File: src/rtl/sha2_stream_core.sv
// rtl/sha2_stream_core.sv - SHA-224/SHA-256 compression core with word-stream input and beat-stream digest output
// Optional SHA2_BLOCK_CNT_EN adds blk_cnt, a count of completed UPDATE cycles.
module sha2_stream_core #(
  parameter int MODE_224 = 0,
  parameter int OUT_W    = 32
) (
  input  logic             clk,
  input  logic             rst,
  input  logic             in_valid,
  output logic             in_ready,
  input  logic [31:0]      in_data,
  input  logic             in_last,
  output logic             out_valid,
  input  logic             out_ready,
  output logic [OUT_W-1:0] out_data,
  output logic             out_last,
`ifdef SHA2_BLOCK_CNT_EN
  output logic [31:0]      blk_cnt,
`endif
  output logic             busy
);
  localparam logic [1:0] S_LOAD   = 2'd0;
  localparam logic [1:0] S_ROUND  = 2'd1;
  localparam logic [1:0] S_UPDATE = 2'd2;
  localparam logic [1:0] S_OUT    = 2'd3;

  localparam int DW = (MODE_224 != 0) ? 7 : 8;
  localparam int BEATS = (DW * 32 + OUT_W - 1) / OUT_W;
  localparam logic [3:0] LAST_BEAT = 4'(BEATS - 1);

  localparam logic [31:0] K [64] = '{
    32'h428a2f98, 32'h71374491, 32'hb5c0fbcf, 32'he9b5dba5, 32'h3956c25b, 32'h59f111f1, 32'h923f82a4, 32'hab1c5ed5,
    32'hd807aa98, 32'h12835b01, 32'h243185be, 32'h550c7dc3, 32'h72be5d74, 32'h80deb1fe, 32'h9bdc06a7, 32'hc19bf174,
    32'he49b69c1, 32'hefbe4786, 32'h0fc19dc6, 32'h240ca1cc, 32'h2de92c6f, 32'h4a7484aa, 32'h5cb0a9dc, 32'h76f988da,
    32'h983e5152, 32'ha831c66d, 32'hb00327c8, 32'hbf597fc7, 32'hc6e00bf3, 32'hd5a79147, 32'h06ca6351, 32'h14292967,
    32'h27b70a85, 32'h2e1b2138, 32'h4d2c6dfc, 32'h53380d13, 32'h650a7354, 32'h766a0abb, 32'h81c2c92e, 32'h92722c85,
    32'ha2bfe8a1, 32'ha81a664b, 32'hc24b8b70, 32'hc76c51a3, 32'hd192e819, 32'hd6990624, 32'hf40e3585, 32'h106aa070,
    32'h19a4c116, 32'h1e376c08, 32'h2748774c, 32'h34b0bcb5, 32'h391c0cb3, 32'h4ed8aa4a, 32'h5b9cca4f, 32'h682e6ff3,
    32'h748f82ee, 32'h78a5636f, 32'h84c87814, 32'h8cc70208, 32'h90befffa, 32'ha4506ceb, 32'hbef9a3f7, 32'hc67178f2
  };

  generate
    if (OUT_W != 32 && OUT_W != 64) begin : g_bad_out_w
      $error("sha2_stream_core: OUT_W must be 32 or 64");
    end
  endgenerate

  function automatic logic [31:0] iv(input int i);
    logic [255:0] v;
    v = (MODE_224 != 0)
      ? 256'hc1059ed8_367cd507_3070dd17_f70e5939_ffc00b31_68581511_64f98fa7_befa4fa4
      : 256'h6a09e667_bb67ae85_3c6ef372_a54ff53a_510e527f_9b05688c_1f83d9ab_5be0cd19;
    v = v << (32 * i);
    return v[255:224];
  endfunction

  function automatic logic [31:0] rotr(input logic [31:0] x, input int n);
    return (x >> n) | (x << (32 - n));
  endfunction

  logic [1:0]  state;
  logic [3:0]  word_cnt;
  logic [5:0]  round_cnt;
  logic        last_q;
  logic [31:0] h_r [8];
  logic [31:0] v [8];
  logic [31:0] w [16];
  logic [31:0] t1, t2, w_new;
  logic [31:0] dword [8];
  logic [OUT_W-1:0] beat_data;

  // w[0] is always W[t] for the current round; w_new becomes W[t+16]
  always_comb begin
    t1 = v[7] + (rotr(v[4], 6) ^ rotr(v[4], 11) ^ rotr(v[4], 25))
       + ((v[4] & v[5]) ^ (~v[4] & v[6])) + K[round_cnt] + w[0];
    t2 = (rotr(v[0], 2) ^ rotr(v[0], 13) ^ rotr(v[0], 22))
       + ((v[0] & v[1]) ^ (v[0] & v[2]) ^ (v[1] & v[2]));
    w_new = (rotr(w[14], 17) ^ rotr(w[14], 19) ^ (w[14] >> 10)) + w[9]
          + (rotr(w[1], 7) ^ rotr(w[1], 18) ^ (w[1] >> 3)) + w[0];
  end

  always_ff @(posedge clk or posedge rst) begin
    if (rst) begin
      state     <= S_LOAD;
      word_cnt  <= '0;
      round_cnt <= '0;
      last_q    <= 1'b0;
      for (int i = 0; i < 8; i++) begin
        h_r[i] <= iv(i);
        v[i]   <= '0;
      end
      for (int i = 0; i < 16; i++) w[i] <= '0;
    end else begin
      case (state)
        S_LOAD: begin
          if (in_valid) begin
            for (int i = 0; i < 15; i++) w[i] <= w[i + 1];
            w[15] <= in_data;
            if (word_cnt == 4'd15) begin
              last_q   <= in_last;
              word_cnt <= '0;
              for (int i = 0; i < 8; i++) v[i] <= h_r[i];
              state    <= S_ROUND;
            end else begin
              word_cnt <= word_cnt + 4'd1;
            end
          end
        end
        S_ROUND: begin
          v[0] <= t1 + t2;
          v[1] <= v[0];
          v[2] <= v[1];
          v[3] <= v[2];
          v[4] <= v[3] + t1;
          v[5] <= v[4];
          v[6] <= v[5];
          v[7] <= v[6];
          for (int i = 0; i < 15; i++) w[i] <= w[i + 1];
          w[15]     <= w_new;
          round_cnt <= round_cnt + 6'd1;
          if (round_cnt == 6'd63) state <= S_UPDATE;
        end
        S_UPDATE: begin
          for (int i = 0; i < 8; i++) h_r[i] <= h_r[i] + v[i];
          state <= last_q ? S_OUT : S_LOAD;
        end
        default: begin
          // word_cnt doubles as the digest beat index while in OUT
          if (out_ready) begin
            if (word_cnt == LAST_BEAT) begin
              for (int i = 0; i < 8; i++) h_r[i] <= iv(i);
              word_cnt <= '0;
              state    <= S_LOAD;
            end else begin
              word_cnt <= word_cnt + 4'd1;
            end
          end
        end
      endcase
    end
  end

`ifdef SHA2_BLOCK_CNT_EN
  always_ff @(posedge clk or posedge rst) begin
    if (rst) blk_cnt <= '0;
    else if (state == S_UPDATE) blk_cnt <= blk_cnt + 32'd1;
  end
`endif

  always_comb begin
    for (int i = 0; i < 7; i++) dword[i] = h_r[i];
    dword[7] = (MODE_224 != 0) ? 32'h0 : h_r[7];
  end

  generate
    if (OUT_W == 64) begin : g_w64
      assign beat_data = {dword[{word_cnt[1:0], 1'b0}], dword[{word_cnt[1:0], 1'b1}]};
    end else begin : g_w32
      assign beat_data = dword[word_cnt[2:0]];
    end
  endgenerate

  assign in_ready  = (state == S_LOAD) && !rst;
  assign busy      = (state != S_LOAD);
  assign out_valid = (state == S_OUT);
  assign out_last  = (state == S_OUT) && (word_cnt == LAST_BEAT);
  assign out_data  = (state == S_OUT) ? beat_data : '0;

endmodule

File: config.mk
export PLATFORM = sky130hd
export DESIGN_NAME = sha2_stream_core
export DESIGN_NICKNAME = d
export VERILOG_FILES = /design/src/rtl/sha2_stream_core.sv
export SDC_FILE = /design/constraint.sdc
export NUM_CORES = 2
export LEC_CHECK = 0
export CELL_PAD_IN_SITES_DETAIL_PLACEMENT = 0
export CELL_PAD_IN_SITES_GLOBAL_PLACEMENT = 1
export CORE_MARGIN = 1.5
export CORE_UTILIZATION = 30
export CTS_BUF_LIST = sky130_fd_sc_hd__clkbuf_16
export DETAILED_ROUTE_END_ITERATION = 8
export MAX_ROUTING_LAYER = met4
export PLACE_DENSITY_LB_ADDON = 0.1
export SLEW_MARGIN = 5
export SYNTH_ARGS = -nofsm -noshare
export SYNTH_HDL_FRONTEND = slang
export SYNTH_SLANG_ARGS = --single-unit
File: constraint.sdc
create_clock -name clk -period 41.3 [get_ports clk]
set_input_delay 4.13 -clock clk [delete_from_list [all_inputs] [get_ports clk]]
set_output_delay 4.13 -clock clk [all_outputs]
set_load 0.01 [all_outputs]
==> metrics.log <==
INFO  metric final_design_area_no_fill = 79010 µm²
INFO  metric grt_pass1_wl = 389300 µm
INFO  metric reported_max_cap_violation_count = 0
INFO  metric hold_path.class = reg2reg
INFO  metric hold_violations = 0
INFO  metric finalCriticalPeriod = 9.464 ns
INFO  metric grtUsageMet1 = 32.80%
INFO  metric synth.cell_area = 70890 µm²
INFO  metric r2r.worst_path.cells = 33
INFO  metric grt_antenna_before_repair = 5
INFO  metric critPathBufInv = 2
INFO  metric grt_max_degree = 217
INFO  metric ctsHtreeMaxLevel = 4
INFO  metric gpl.final_weighted_congestion = 0.8815
INFO  metric critical_path_depth = 3
INFO  metric min_delay_path_depth = 2
INFO  metric crit_path_frequent_cell = sky130_fd_sc_hd__clkdlybuf4s50_1
INFO  metric status = finished clean
INFO  metric final_core_area_utilization = 33.60%
INFO  metric finish.net_count = 8551
INFO  metric highest_clock_frequency_the_design_can_meet = approximately 110 MHz
INFO  metric fp-row-count = 178
INFO  metric slew_violations = 0
INFO  metric gr_util_met3 = 2.504%
INFO  metric launch_point_of_the_worst_reg_to_reg_path = round_cnt[0]
INFO  metric crit_end = in_ready
INFO  metric start_kind = primary input
INFO  metric netlist-cell-type-count = 97
INFO  metric area_growth_syn_to_layout = 11.46%
INFO  metric route.detailed.drc = 0
INFO  metric synth-seq-area-share = a little under two fifths
INFO  metric synthesis.nets = 8713
INFO  metric cts_tree = built
INFO  metric die_h = 489.1 µm
INFO  metric netlist.area_leader.share = between 30% and 40%
INFO  metric grt_pass1_vias = about 55000
INFO  metric placeableCoreArea = 235200 µm²
INFO  metric drt_wl_total = between 200000 and 300000 µm
INFO  metric avgRoutedWirePerCell = 23.57 µm
INFO  metric placedInstanceArea = 74640 µm²
INFO  metric netlist_top_cells_area = sky130_fd_sc_hd__dfrtp_1 (32%), sky130_fd_sc_hd__nand2_1 (9.6%), sky130_fd_sc_hd__ha_1 (7.1%)
INFO  metric first_iter_violations = just under 4000
INFO  metric effective_utilization_at_floorplan = 30.14%
INFO  metric synthCells = 8079
INFO  metric setup.worst_path.class = in2out
INFO  metric cts_num_sinks = between 1000 and 1500
INFO  metric dp_hpwl = 194500 µm
INFO  metric max-clock-path-buffers = 3
INFO  metric insertion_delay = 0.83 ns
INFO  metric antenna_left = 0
INFO  metric hold_slack = 0.4620 ns
INFO  metric cts_resized = 0
INFO  metric critical_path.endpoint_type = output pin
INFO  metric crit_start = rst
INFO  metric timing.max_slew.rel_slack = 13.62%
INFO  metric report.final.setup_viol = 0
INFO  metric routed_via_count = 56198
INFO  metric grt-ovfl-total = 0
INFO  metric synth-edff-count = 0
INFO  metric clock_tree.root_cell = sky130_fd_sc_hd__clkbuf_16
INFO  metric cts-buffers-inserted = 139
INFO  metric grt_busiest_layer = met2
INFO  metric top_level_ports = 73
INFO  metric cp.required = 37.17 ns
INFO  metric die_width = 489.1 µm
INFO  metric timing.setup.tns = 0 ns
INFO  metric fin_worst_skew = ~0.042 ns
INFO  metric finalCritPeriodShare = 22.92%
INFO  metric post-cts-setup-buffers = 0
INFO  metric yosysTopAreaCell = sky130_fd_sc_hd__dfrtp_1
INFO  metric grt_setup_unrepaired = false
INFO  metric global_route.usage.total = between 20% and 30%
INFO  metric cp_slowest_stage_delay = approximately 0.55 ns
INFO  metric globalRouteMet2Util = 33.64%
INFO  metric crit_fanout = 2
INFO  metric placement.io_buffers = between 70 and 80
INFO  metric drtPass1Iterations = 6
INFO  metric yosysWarningCount = 0
INFO  metric regToRegSetupSlack = ~32 ns
INFO  metric synth.avg_cell_area = 8.774 µm²
INFO  metric worstPathArrival = 5.33 ns
INFO  metric fraction_of_layout_cells_with_a_size_suffix_above_1 = between 6 and 7%
INFO  metric ys_seq_elements = slightly above 1000
INFO  metric synth-async-reset-ratio = 100.0%
INFO  metric slowest_stage_cell_on_the_critical_path = sky130_fd_sc_hd__clkdlybuf4s50_1
INFO  metric worstMarginPinSlew = 1.296 ns
INFO  metric dominantRegCellSynth = sky130_fd_sc_hd__dfrtp_1
INFO  metric hold_buffers = 0
INFO  metric die_outline_area = around 240000 µm²
INFO  metric timing.critical_path.max_delay_family = buffers and inverters
INFO  metric vias_per_cell = between 5 and 6
INFO  metric critical_path_cell_sequence = clkdlybuf4s50_1, nor2_1, clkdlybuf4s50_1
INFO  metric terminus_of_the_critical_flop_to_flop_path = v[255]
INFO  metric clk_pin_slew = ~0.05 ns
## layout by cell type, fill, tap and decap left out, types with 47 or more instances in the layout
cell                              count
sky130_fd_sc_hd__clkbuf_16          141
sky130_fd_sc_hd__xor2_1             234
sky130_fd_sc_hd__nor2b_1             86
sky130_fd_sc_hd__dfrtp_1            894
sky130_fd_sc_hd__xnor2_1            331
sky130_fd_sc_hd__nand3_1             63
sky130_fd_sc_hd__a21o_1             166
sky130_fd_sc_hd__ha_1               399
sky130_fd_sc_hd__nor3_1              74
sky130_fd_sc_hd__mux2i_1            291
sky130_fd_sc_hd__a21oi_1            512
sky130_fd_sc_hd__o21ai_0            638
sky130_fd_sc_hd__nand2_1           1805
sky130_fd_sc_hd__o21bai_1            55
sky130_fd_sc_hd__inv_1              528
sky130_fd_sc_hd__mux4_2              68
sky130_fd_sc_hd__o21ai_1             65
sky130_fd_sc_hd__fa_1               197
sky130_fd_sc_hd__a211oi_1            47
sky130_fd_sc_hd__buf_4               71
sky130_fd_sc_hd__clkdlybuf4s50_1     72
sky130_fd_sc_hd__and3_1              57
sky130_fd_sc_hd__nand2b_1            62
sky130_fd_sc_hd__o21a_1              62
sky130_fd_sc_hd__nor2_1             372
sky130_fd_sc_hd__dfstp_2            136
## final cells by class
class	instances	area, µm²
fill	24615	156200
clock inverter	113	828.3
tap	3150	3941
timing repair buffer	151	1414
antenna	8	20.02
inverter	491	1851
clock buffer	141	3528
multi-input combinational	6097	41290
sequential	1037	26140
## synthesized netlist by cell type (86+ instances only)
master                     count
sky130_fd_sc_hd__nand2_1    1806
sky130_fd_sc_hd__dfrtp_1     901
sky130_fd_sc_hd__o21ai_0     638
sky130_fd_sc_hd__a21oi_1     513
sky130_fd_sc_hd__inv_1       490
sky130_fd_sc_hd__ha_1        400
sky130_fd_sc_hd__clkbuf_1    395
sky130_fd_sc_hd__nor2_1      373
sky130_fd_sc_hd__xnor2_1     331
sky130_fd_sc_hd__mux2i_1     291
sky130_fd_sc_hd__xor2_1      234
sky130_fd_sc_hd__fa_1        197
sky130_fd_sc_hd__a21o_1      166
sky130_fd_sc_hd__dfstp_2     136
sky130_fd_sc_hd__nor2b_1      86
## per-layer routing
metal,part of all wire (%),vias to the layer above
li1,-,27017
met1,50,27899
met2,44,1017
met3,3.4,265
met4,2.2,0
met5,0,-
## stage by stage
step	setup WS [ns]	instances
6_report	31.84	11188
5_1_grt	31.62	11186
4_1_cts	31.83	11180
3_5_place_dp	31.84	10926
3_3_place_gp	31.85	10926
2_1_floorplan	8.210	8079
## logic make-up after synthesis
group,synth area share (%)
multiplexers,6.794
adder cells (fa/ha/maj),12.65
buffers and inverters,5.011
AO/OA/AOI/OAI,16.17
flip-flops,36.85
XOR/XNOR,6.981
AND/OR/NAND/NOR,15.55
## worst min-delay path, stage by stage (launching register included)
cell	delay [ns]
sky130_fd_sc_hd__dfrtp_1	0.34
sky130_fd_sc_hd__nand2_1	0.05
sky130_fd_sc_hd__nand2_1	0.04
## how the worst min path moves through the flow
stage                 from     end  slack [ns]
finish              w[379]  w[379]        0.46
global route        w[340]  w[340]        0.48
CTS                 w[396]  w[428]        0.46
detailed placement   w[87]   w[87]        0.45
global placement    w[348]  w[348]        0.45
floorplan           w[100]  w[100]        0.44
## state kept, by name (all words and copies together) (netlist names)
signal,flops
round_cnt,6
last_q,1
w,512
state,2
word_cnt,4
dword,256
v,256
Power is not shown: default switching activity piles up to over one toggle a cycle in this logic, so the estimate is an artifact.
